==> src/rtl/sdram_pattern_tester_if.sv <==
// sdram_pattern_tester_if
//
// Purpose: command/data bus between the pattern tester and the DDR SDRAM
// controller user port. The tester is the master: it issues write/read
// commands and receives read data. The controller is the slave.
//
// Signals:
//   cmd_valid  master->slave  command present
//   cmd_ready  slave->master  controller accepts the command this cycle
//   cmd_write  master->slave  1 = write, 0 = read
//   cmd_addr   master->slave  word address (AddrWidth bits)
//   cmd_wdata  master->slave  write data, meaningful only when cmd_write=1
//   rd_valid   slave->master  one pulse per read, returned in issue order
//   rd_data    slave->master  returned read data
interface sdram_pattern_tester_if #(
  parameter int AddrWidth = 23
) ();
  logic                 cmd_valid;
  logic                 cmd_ready;
  logic                 cmd_write;
  logic [AddrWidth-1:0] cmd_addr;
  logic [31:0]          cmd_wdata;
  logic                 rd_valid;
  logic [31:0]          rd_data;

  modport master (
    output cmd_valid, cmd_write, cmd_addr, cmd_wdata,
    input  cmd_ready, rd_valid, rd_data
  );

  modport slave (
    input  cmd_valid, cmd_write, cmd_addr, cmd_wdata,
    output cmd_ready, rd_valid, rd_data
  );
endinterface

==> src/rtl/sdram_pattern_tester.sv <==
// sdram_pattern_tester
//
// Purpose: traffic generator and checker placed directly upstream of the
// DDR SDRAM controller. Once the controller reports initialisation complete,
// it writes the address-derived pattern P(a) = {a[15:0]^Seed, ~a[15:0]} to
// addresses 0..Words-1, reads the same range back with at most
// MaxOutstanding reads in flight, and compares every returned word.
//
// Ports:
//   i_clock       controller user clock
//   i_reset       asynchronous reset, active low
//   i_ctrl_ready  controller initialisation complete (level)
//   bus           command/read-data bus to the controller (master side)
//   o_busy        test in progress
//   o_done        test finished (sticky until reset)
//   o_fail        mismatch or protocol error seen (sticky until reset)
//   o_err_count   mismatch count, saturating at 255
//   o_leds        {done, fail, busy, state[1:0], wr_phase_done,
//                  err_count!=0, heartbeat}
module sdram_pattern_tester #(
  parameter int          AddrWidth      = 23,
  parameter int          Words          = 1024,
  parameter int          MaxOutstanding = 8,
  parameter logic [15:0] Seed           = 16'hA5C3
) (
  input  logic                          i_clock,
  input  logic                          i_reset,
  input  logic                          i_ctrl_ready,
  sdram_pattern_tester_if.master        bus,
  output logic                          o_busy,
  output logic                          o_done,
  output logic                          o_fail,
  output logic [7:0]                    o_err_count,
  output logic [7:0]                    o_leds
);

  typedef enum logic [1:0] {
    ST_IDLE   = 2'd0,
    ST_WRITE  = 2'd1,
    ST_READ   = 2'd2,
    ST_FINISH = 2'd3
  } state_t;

  localparam int                   ExpWidth   = AddrWidth + 1;
  localparam logic [AddrWidth-1:0] LastAddr   = AddrWidth'(Words - 1);
  localparam logic [ExpWidth-1:0]  WordsCount = ExpWidth'(Words);
  localparam logic [3:0]           MaxOut     = 4'(MaxOutstanding);

  state_t               r_state;
  logic                 r_cmdValid;
  logic                 r_cmdWrite;
  logic [AddrWidth-1:0] r_cmdAddr;
  logic [31:0]          r_cmdWdata;
  logic [ExpWidth-1:0]  r_expect;
  logic [3:0]           r_outstanding;
  logic                 r_issueDone;
  logic                 r_wrPhaseDone;
  logic                 r_errNonZero;
  logic                 r_busy;
  logic                 r_done;
  logic                 r_fail;
  logic [7:0]           r_errCount;
  logic [23:0]          r_hbCount;
  logic                 r_heartbeat;

  logic                 w_cmdFire;
  logic                 w_readFire;
  logic                 w_rdAccepted;
  logic                 w_protoErr;
  logic                 w_mismatch;
  logic                 w_issueDoneNext;
  logic [3:0]           w_outstandingNext;
  logic [AddrWidth-1:0] w_addrInc;

  function automatic logic [31:0] pattern(input logic [15:0] a);
    return {a ^ Seed, ~a};
  endfunction

  // A return with nothing outstanding is a protocol error and is neither
  // counted against the outstanding reads nor compared against the pattern.
  assign w_cmdFire       = r_cmdValid & bus.cmd_ready;
  assign w_readFire      = w_cmdFire & (r_state == ST_READ);
  assign w_rdAccepted    = bus.rd_valid & (r_outstanding != 4'd0);
  assign w_protoErr      = bus.rd_valid & (r_outstanding == 4'd0);
  assign w_mismatch      = w_rdAccepted & (bus.rd_data != pattern(16'(r_expect)));
  assign w_issueDoneNext = r_issueDone | (w_readFire & (r_cmdAddr == LastAddr));
  assign w_addrInc       = r_cmdAddr + 1'b1;

  // Outstanding reads for the next cycle; a simultaneous issue and return
  // cancel out.
  always_comb begin
    w_outstandingNext = r_outstanding;
    if (w_readFire && !w_rdAccepted) begin
      w_outstandingNext = r_outstanding + 4'd1;
    end else if (!w_readFire && w_rdAccepted) begin
      w_outstandingNext = r_outstanding - 4'd1;
    end
  end

  // Main sequencer, read checker and heartbeat. cmd_valid for the read
  // phase is computed from the next outstanding count so the registered
  // output never offers a read that would exceed the in-flight limit, and a
  // stalled command can never be withdrawn (stalling can only lower the
  // count).
  always_ff @(posedge i_clock or negedge i_reset) begin
    if (!i_reset) begin
      r_state       <= ST_IDLE;
      r_cmdValid    <= 1'b0;
      r_cmdWrite    <= 1'b0;
      r_cmdAddr     <= '0;
      r_cmdWdata    <= '0;
      r_expect      <= '0;
      r_outstanding <= '0;
      r_issueDone   <= 1'b0;
      r_wrPhaseDone <= 1'b0;
      r_errNonZero  <= 1'b0;
      r_busy        <= 1'b0;
      r_done        <= 1'b0;
      r_fail        <= 1'b0;
      r_errCount    <= '0;
      r_hbCount     <= '0;
      r_heartbeat   <= 1'b0;
    end else begin
      r_hbCount <= r_hbCount + 24'd1;
      if (&r_hbCount) begin
        r_heartbeat <= ~r_heartbeat;
      end

      if (w_protoErr) begin
        r_fail <= 1'b1;
      end
      if (w_rdAccepted) begin
        r_expect <= r_expect + 1'b1;
        if (w_mismatch) begin
          r_fail       <= 1'b1;
          r_errNonZero <= 1'b1;
          if (r_errCount != 8'hFF) begin
            r_errCount <= r_errCount + 8'd1;
          end
        end
      end
      r_outstanding <= w_outstandingNext;

      case (r_state)
        ST_IDLE: begin
          if (i_ctrl_ready) begin
            r_state    <= ST_WRITE;
            r_busy     <= 1'b1;
            r_cmdValid <= 1'b1;
            r_cmdWrite <= 1'b1;
            r_cmdAddr  <= '0;
            r_cmdWdata <= pattern(16'd0);
          end
        end

        ST_WRITE: begin
          if (w_cmdFire) begin
            if (r_cmdAddr == LastAddr) begin
              r_state       <= ST_READ;
              r_wrPhaseDone <= 1'b1;
              r_cmdAddr     <= '0;
              r_cmdWrite    <= 1'b0;
              r_cmdWdata    <= '0;
              r_cmdValid    <= 1'b1;
            end else begin
              r_cmdAddr  <= w_addrInc;
              r_cmdWdata <= pattern(16'(w_addrInc));
            end
          end
        end

        ST_READ: begin
          if (w_readFire && (r_cmdAddr != LastAddr)) begin
            r_cmdAddr <= w_addrInc;
          end
          r_issueDone <= w_issueDoneNext;
          r_cmdValid  <= !w_issueDoneNext && (w_outstandingNext < MaxOut);
          if (r_issueDone && (r_outstanding == 4'd0) && (r_expect == WordsCount)) begin
            r_state <= ST_FINISH;
            r_busy  <= 1'b0;
            r_done  <= 1'b1;
          end
        end

        ST_FINISH: begin
          r_cmdValid <= 1'b0;
        end

        default: begin
          r_state <= ST_IDLE;
        end
      endcase
    end
  end

  assign bus.cmd_valid = r_cmdValid;
  assign bus.cmd_write = r_cmdWrite;
  assign bus.cmd_addr  = r_cmdAddr;
  assign bus.cmd_wdata = r_cmdWdata;

  assign o_busy      = r_busy;
  assign o_done      = r_done;
  assign o_fail      = r_fail;
  assign o_err_count = r_errCount;
  assign o_leds      = {r_done, r_fail, r_busy, r_state, r_wrPhaseDone, r_errNonZero, r_heartbeat};

endmodule

==> src/flat_wrapper.sv <==
// flat-port wrapper written by rule: the top's interface ports become plain ports
module sdram_pattern_tester_flat 
#(
  parameter int          AddrWidth      = 23,
  parameter int          Words          = 1024,
  parameter int          MaxOutstanding = 8,
  parameter logic [15:0] Seed           = 16'hA5C3
)
  (i_clock, i_reset, i_ctrl_ready, o_busy, o_done, o_fail, o_err_count, o_leds, bus_cmd_valid, bus_cmd_write, bus_cmd_addr, bus_cmd_wdata, bus_cmd_ready, bus_rd_valid, bus_rd_data);
  sdram_pattern_tester_if #(.AddrWidth(AddrWidth)) bus_i ();
  input  logic i_clock;
  input  logic i_reset;
  input  logic i_ctrl_ready;
  output logic o_busy;
  output logic o_done;
  output logic o_fail;
  output logic [7:0] o_err_count;
  output logic [7:0] o_leds;
  output wire logic [$bits(bus_i.cmd_valid)-1:0] bus_cmd_valid;
  output wire logic [$bits(bus_i.cmd_write)-1:0] bus_cmd_write;
  output wire logic [$bits(bus_i.cmd_addr)-1:0] bus_cmd_addr;
  output wire logic [$bits(bus_i.cmd_wdata)-1:0] bus_cmd_wdata;
  input wire logic [$bits(bus_i.cmd_ready)-1:0] bus_cmd_ready;
  input wire logic [$bits(bus_i.rd_valid)-1:0] bus_rd_valid;
  input wire logic [$bits(bus_i.rd_data)-1:0] bus_rd_data;
  assign bus_cmd_valid = bus_i.cmd_valid;
  assign bus_cmd_write = bus_i.cmd_write;
  assign bus_cmd_addr = bus_i.cmd_addr;
  assign bus_cmd_wdata = bus_i.cmd_wdata;
  assign bus_i.cmd_ready = bus_cmd_ready;
  assign bus_i.rd_valid = bus_rd_valid;
  assign bus_i.rd_data = bus_rd_data;
  sdram_pattern_tester #(.AddrWidth(AddrWidth), .Words(Words), .MaxOutstanding(MaxOutstanding), .Seed(Seed)) u_core (.i_clock(i_clock), .i_reset(i_reset), .i_ctrl_ready(i_ctrl_ready), .bus(bus_i), .o_busy(o_busy), .o_done(o_done), .o_fail(o_fail), .o_err_count(o_err_count), .o_leds(o_leds));
endmodule
==> config.mk <==
export PLATFORM = sky130hd
export DESIGN_NAME = sdram_pattern_tester_flat
export DESIGN_NICKNAME = d
export VERILOG_FILES = /design/src/rtl/sdram_pattern_tester_if.sv /design/src/rtl/sdram_pattern_tester.sv /design/src/flat_wrapper.sv
export SDC_FILE = /design/constraint.sdc
export NUM_CORES = 1
export LEC_CHECK = 0
export ABC_AREA = 1
export ABC_CLOCK_PERIOD_IN_PS = 3200
export CORE_ASPECT_RATIO = 0.6
export CORE_MARGIN = 3
export CORE_UTILIZATION = 50
export CTS_CLUSTER_SIZE = 10
export DETAILED_ROUTE_END_ITERATION = 6
export PLACE_DENSITY = 0.84
export SLEW_MARGIN = 0
export SYNTH_ARGS = -nofsm -noshare
export SYNTH_HDL_FRONTEND = slang
export SYNTH_SLANG_ARGS = --single-unit
==> constraint.sdc <==
create_clock -name i_clock -period 3.2 [get_ports i_clock]
set_input_delay 0.64 -clock i_clock [delete_from_list [all_inputs] [get_ports i_clock]]
set_output_delay 0.64 -clock i_clock [all_outputs]
set_load 0.005 [all_outputs]
==> After elaboration in Yosys (flattened, before gate mapping) <==
Index checks and enable logic that the tools add are counted.
Widths: inputs -> output; s select.
{ "word_totals": {"ff_bits": 126, "in_bits": 37} }
{ "op_classes": {"n_addsub": 6, "order_cmp": 1, "n_eq_ne": 13, "mux": 28, "bitwise_logic": 12, "reduce_logical": 26} }
{ "ops": {"columns": ["cell", "n"], "rows": [
  ["$mux 32", 3],
  ["$mux 23", 4],
  ["$pmux 23 s3", 1],
  ["$pmux 32 s2", 1],
  ["$add 24x1->24 const B", 2],
  ["$ne 32x32->1", 1],
  ["$not 16->16", 2],
  ["$eq 24x11->1 const B", 1],
  ["$reduce_and 24->1", 1],
  ["$add 23x1->23 const B", 1],
  ["$eq 23x10->1 const B", 1],
  ["$ne 23x10->1 const B", 1],
  ["$not 8->8", 2],
  ["$reduce_and 3->1", 5],
  ["$mux 1", 9],
  ["$add 8x1->8 const B", 1],
  ["$mux 2", 4],
  ["$mux 4", 2],
  ["$ne 8x8->1 const B", 1],
  ["$reduce_and 4->1", 2],
  ["$and 1x1->1", 6],
  ["$logic_and 1x1->1", 6],
  ["$ne 2x2->1 const B", 3],
  ["$pmux 2 s3", 1],
  ["18 further kinds", 25]
]} }

==> Logic depth before layout (Yosys ltp) <==
{ "depth": {"word_depth": 9, "depth_mapped": 15, "ltp_nobuf": 14} }

==> Worst setup path before layout <==
Ideal clock, no wire load.
{ "synth_path": {"path_type": "reg-to-reg", "startpoint": "reg u_core.r_outstanding[0]", "endpoint": "reg u_core.r_cmdValid, in the netlist u_core.bus.cmd_valid", "arrival_time_ns": 2.013, "t_required_ns": 3.129, "path_slack_ns": 1.116, "path_stages_with_launch": 16, "n_path_buf": 1, "cell_sequence": "dfrtp_1 -> inv_1 -> ha_1 -> nand2_1 -> nand2_2 -> inv_2 -> clkbuf_1 -> ha_1 -> nand4_1 -> o21ai_0 -> nand2_1 -> nand2_1 -> nand2_1 -> nor2_1 -> nor2_1 -> nor2_1"} }
{ "synth_between": {"elab_chain_len": 8, "elab_cells_between_ends": 12, "classes_between": "add/sub (2); order compare (1); mux (3); bitwise (1); reduce/logical (5)"} }
{ "synth_rtl": {"columns": ["element", "line", "source"], "rows": [
  ["start, declared", "sdram_pattern_tester.sv:55", "logic [3:0] r_outstanding;"],
  ["start signal, assigned", "sdram_pattern_tester.sv:142", "r_outstanding <= w_outstandingNext;"],
  ["$reduce_bool 4->1 *", "sdram_pattern_tester.sv:83", "assign w_rdAccepted = bus.rd_valid & (r_outstanding != 4'd0);"],
  ["$and 1x1->1 *", "sdram_pattern_tester.sv:83", null],
  ["via u_core.w_rdAccepted", "sdram_pattern_tester.sv:68", "logic w_rdAccepted;"],
  ["$logic_and 1x1->1 or $logic_not 1->1 (tied branches)", "sdram_pattern_tester.sv:95, sdram_pattern_tester.sv:93", null],
  ["$mux 4 or $logic_and 1x1->1 (tied branches)", "sdram_pattern_tester.sv:95, sdram_pattern_tester.sv:93", null],
  ["$mux 4 *", "sdram_pattern_tester.sv:93", "if (w_readFire && !w_rdAccepted) begin"],
  ["$lt 4x4->1 *", "sdram_pattern_tester.sv:177", "r_cmdValid <= !w_issueDoneNext && (w_outstandingNext < MaxOut);"],
  ["$logic_and 1x1->1 *", "sdram_pattern_tester.sv:177", null],
  ["$pmux 1 s4 *", "sdram_pattern_tester.sv:144", "case (r_state)"],
  ["end signal, assigned", "sdram_pattern_tester.sv:177", null],
  ["end, declared", "sdram_pattern_tester.sv:50", "logic r_cmdValid;"]
]} }
The timed path passes the listed nets; every way through them passes the cells marked *.
A chain may end at the register's enable or synchronous reset.

==> Final worst setup path <==
{ "layout_path": {"startpoint": "reg u_core.r_cmdAddr[0], in the netlist u_core.bus.cmd_addr[0]", "endpoint": "reg u_core.r_cmdAddr[12], in the netlist u_core.bus.cmd_addr[12]"} }
{ "layout_between": {"elab_chain_len": 4, "elab_cells_between_ends": 10, "classes_between": "add/sub (1); eq/ne (3); mux (4); reduce/logical (2)"} }
{ "layout_rtl": {"columns": ["element", "line", "source"], "rows": [
  ["start, declared", "sdram_pattern_tester.sv:52", "logic [AddrWidth-1:0] r_cmdAddr;"],
  ["start signal, assigned", "sdram_pattern_tester.sv:166", "r_cmdAddr <= w_addrInc;"],
  ["start signal, assigned", "sdram_pattern_tester.sv:174", "r_cmdAddr <= w_addrInc;"],
  ["$add 23x1->23 (tied with other cells)", "sdram_pattern_tester.sv:87", "assign w_addrInc = r_cmdAddr + 1'b1;"],
  ["$mux 23 or $logic_and 1x1->1 (tied branches)", "sdram_pattern_tester.sv:158, sdram_pattern_tester.sv:173", null],
  ["$mux 23 or $ne 2x2->1 (tied branches)", null, null],
  ["$pmux 23 s3 or $reduce_and 4->1 (tied branches)", null, null]
]} }
Parallel ways exist; a longest one is shown, timed or not. The select of a mux whose other input is x is not followed.

==> impl_metrics.py <==
metrics = {
    "synth": {
        "yosysWarnings": 0,
        "synth_area_leaders": "dfrtp_1 (41%), nand2_1 (16%), inv_1 (6.5%)",
        "synth_seq_area_share_pct": 41.4,
        "synth.net_count": 1010,
        "ys.flop_type": "dfrtp_1",
        "yosys.area.top_type": "dfrtp_1",
        "postSynth.asyncResetShare_pct": 100,
        "synthesis.area_sq_um": 7120,
        "synth_edf_count": 0,
        "ys_types": 42,
        "synth_common_cells": "nand2_1 (312), inv_1 (123), dfrtp_1 (118)",
        "ys_seq_elements": 118,
        "synthCells": 958,
        "synth_top_area_share_pct": 41.4,
        "synth_most_common_cell": "nand2_1",
        "syn_area_per_cell_sq_um": 7.44,
    },
    "clock_tree": {
        "cts_buffer_depth": 2,
        "htree_levels": 4,
        "cts_tree": "yes",
        "clock-sinks": 118,
        "cts_resized": 0,
        "cts_root_buf": "clkbuf_16",
        "hold_buffers": 0,
        "path_clk_slew_ps": 60,
        "cts_buffers": 17,
        "insertion_delay_ps": 410,
        "post-cts-setup-buffers": 0,
    },
    "timing": {
        "hold_viol": 0,
        "fin_crit_sh_pct": 74.8,
        "fin_crit_ps": 2390,
        "finClkSkew_ps": 7.22,
        "max_freq_mhz": 418,
        "rsz0062_at_grt": "no",
        "setup_violations": 0,
        "tightest_slew_ps": 654,
        "fin_tns_setup_ps": 0,
        "max_slew_margin_pct": 56.2,
        "maxSlewViolCount": 0,
    },
    "global_route": {
        "grt_max_degree": 47,
        "grt-ovfl-total": 0,
        "antenna_found_initial": 0,
        "met2_usage_pct": 32.4,
        "top_usage_layer": "met1",
        "grtUsageMet1_pct": 37.4,
        "grt_util_met3_pct": 7.10,
        "grtUsageTotal_pct": 23.9,
        "grt_pass1_vias": 5964,
        "grt_first_pass_wirelength_mm": 30.4,
    },
    "power_and_ir_drop": {
        "cell_internal_pwr_w": 0.00332,
        "p_total_w": 0.00469,
        "p_per_area_nw_per_um2": 526,
        "pwr-share-seq_pct": 38.5,
        "ir_drop_uv": 327,
        "p_switching_w": 0.00137,
        "p_leak_nw": 4.44,
        "power_frac_comb_pct": 18.1,
        "swShare_pct": 29.3,
        "clock_power_share_pct": 43.5,
    },
    "setup_path": {
        "critPathCaptureType": "flip-flop",
        "crit_required_ps": 3550,
        "critPathKind": "reg -> reg",
        "critical_path.max_fanout": 13,
        "arrival_ps": 2740,
        "cp-start-kind": "flip-flop",
    },
    "final_layout": {
        "antenna_cells": 0,
        "layoutNonFillerInstCount": 1266,
        "design_area_sq_um": 8920,
        "post_route_cells_drive_above_1_share_pct": 6.15,
        "multiInputGateArea_sq_um": 3430,
        "n_fill_cell": 1173,
        "seqCellArea_sq_um": 2950,
        "final_nets": 1113,
        "syn_to_final_growth_pct": 25.1,
    },
    "floorplanning": {
        "die_x_microns": 160,
        "die_h_microns": 98.5,
        "initial_utilization_pct": 51.7,
        "die_area_sq_um": 15800,
        "rows": 33,
        "coreArea_sq_um": 13800,
        "ioPinCount": 113,
    },
    "run": {
        "drv_cap": 0,
    },
    "placed_design": {
        "dpl_cell_area_sq_um": 8280,
        "portBuffers": 112,
        "gp_congestion": 0.959,
        "dpl.cell_count": 1234,
        "dpl.hpwl_mm": 13.8,
    },
    "routing": {
        "drt_first_pass_iters": 7,
        "ant_nets": 0,
        "routed_wl_mm": 18.4,
        "drc": 0,
        "drtIter0Drc": 718,
        "wl_per_cell_microns": 14.5,
        "via_per_inst": 5.16,
        "vias": 6528,
    },
    "outcome": {
        "outcome": "completed",
    },
    "hold_path": {
        "hold_class": "in -> async",
    },
}
## cell type report
| class | count | share of cell area [%] |
|---|---|---|
| inverters | 127 | 5.40 |
| repair buffers | 119 | 13.3 |
| clock inverters | 12 | 1.96 |
| multi-input cells | 678 | 38.4 |
| clock buffers | 20 | 5.12 |
| well taps | 192 | 2.69 |
| flip-flops and latches | 118 | 33.1 |
## logic make-up (layout without fill, tap and decap cells)
| group | after synthesis | after routing | share of synthesized area, % |
|---|---|---|---|
| AND/OR/NAND/NOR | 540 | 540 | 32.7 |
| AO/OA/AOI/OAI | 59 | 59 | 4.85 |
| multiplexers | 1 | 1 | 0.158 |
| XOR/XNOR | 63 | 63 | 7.75 |
| adder cells (fa/ha/maj) | 15 | 15 | 2.63 |
| flip-flops | 118 | 118 | 41.4 |
| buffers and inverters | 162 | 278 | 10.5 |
## cell usage in the layout (no fill, tap or decap), drive strengths merged
| cell | count |
|---|---|
| nand4 | 20 |
| clkinvlp | 3 |
| nand2b | 1 |
| o21ai | 31 |
| o21bai | 3 |
| o22ai | 1 |
| a21boi | 2 |
| bufinv | 4 |
| or2 | 1 |
| xnor2 | 24 |
| a21oi | 12 |
| buf | 8 |
| nor4 | 3 |
| nand2 | 316 |
| nor3 | 26 |
| clkdlybuf4s50 | 111 |
| and2 | 1 |
| inv | 127 |
| xor2 | 39 |
| clkinv | 5 |
| mux2 | 1 |
| nor2 | 99 |
| nand3 | 69 |
| dfrtp | 118 |
| o211ai | 3 |
| ha | 15 |
| a211oi | 1 |
| nand3b | 4 |
| clkbuf | 20 |
| a2bb2oi | 6 |
## worst max-delay path, stage by stage (launching register included)
cell      delay (ps)
dfrtp_1          460
ha_1             250
nand2_1          160
nor3_4            90
nand3_2          190
nand2_2          130
a21boi_2         560
buf_4            300
nand3_1          100
nand2_1           80
## final timing paths
check | startpoint | end | slack (ps) | cells after the start
setup reg to reg | u_core.bus.cmd_addr[0] | u_core.bus.cmd_addr[12] | 810 | 9
min in group i_clock | u_core.r_errNonZero | u_core.r_errNonZero | 470 | 2
setup / recovery | u_core.bus.cmd_addr[0] | u_core.bus.cmd_addr[12] | 810 | 9
hold / removal | i_reset | u_core.bus.cmd_wdata[30] | 240 | 1
hold reg to reg | u_core.r_errNonZero | u_core.r_errNonZero | 470 | 2
max in group asynchronous | i_reset | u_core.r_hbCount[11] | 2170 | 2
## power by group through the flow
| stage | logic, W | clock network [W] | registers, W |
|---|---|---|---|
| after floorplan | 0.000603 | 0 | 0.00173 |
| after global placement | 0.000808 | 0 | 0.00182 |
| after detailed placement | 0.000832 | 0 | 0.00182 |
| after CTS | 0.000842 | 0.00205 | 0.00180 |
| after global routing | 0.000955 | 0.00213 | 0.00182 |
| final | 0.000847 | 0.00204 | 0.00180 |
## metal layers
metal  part of all wire, %  up-vias
li1                      -     3199
met1                    48     3006
met2                    40      301
met3                    11       22
met4                   1.0        0
met5                     0        -
## through the flow
| step | hold slack, ps | utilization (%) | setup slack [ps] |
|---|---|---|---|
| global placement | 451 | 60.1 | 682 |
| finish | 241 | 64.7 | 806 |
| CTS | 262 | 64.7 | 872 |
| detailed placement | 460 | 60.1 | 604 |
| floorplan | 344 | - | 1120 |
| global route | 284 | 64.7 | 514 |
## sequential cells by signal, indices dropped and copies added, names as in the netlist
register              flops
u_core.bus.cmd_wdata     24
u_core.r_expect          24
u_core.r_hbCount         24
u_core.bus.cmd_addr      23
u_core.o_err_count        8
u_core.r_outstanding      4
u_core.r_state            2
u_core.bus.cmd_valid      1
u_core.bus.cmd_write      1
u_core.o_busy             1
u_core.o_done             1
u_core.o_fail             1
u_core.r_errNonZero       1
u_core.r_heartbeat        1
u_core.r_issueDone        1
u_core.r_wrPhaseDone      1
Note: power is estimated with default switching activity, not from simulation.
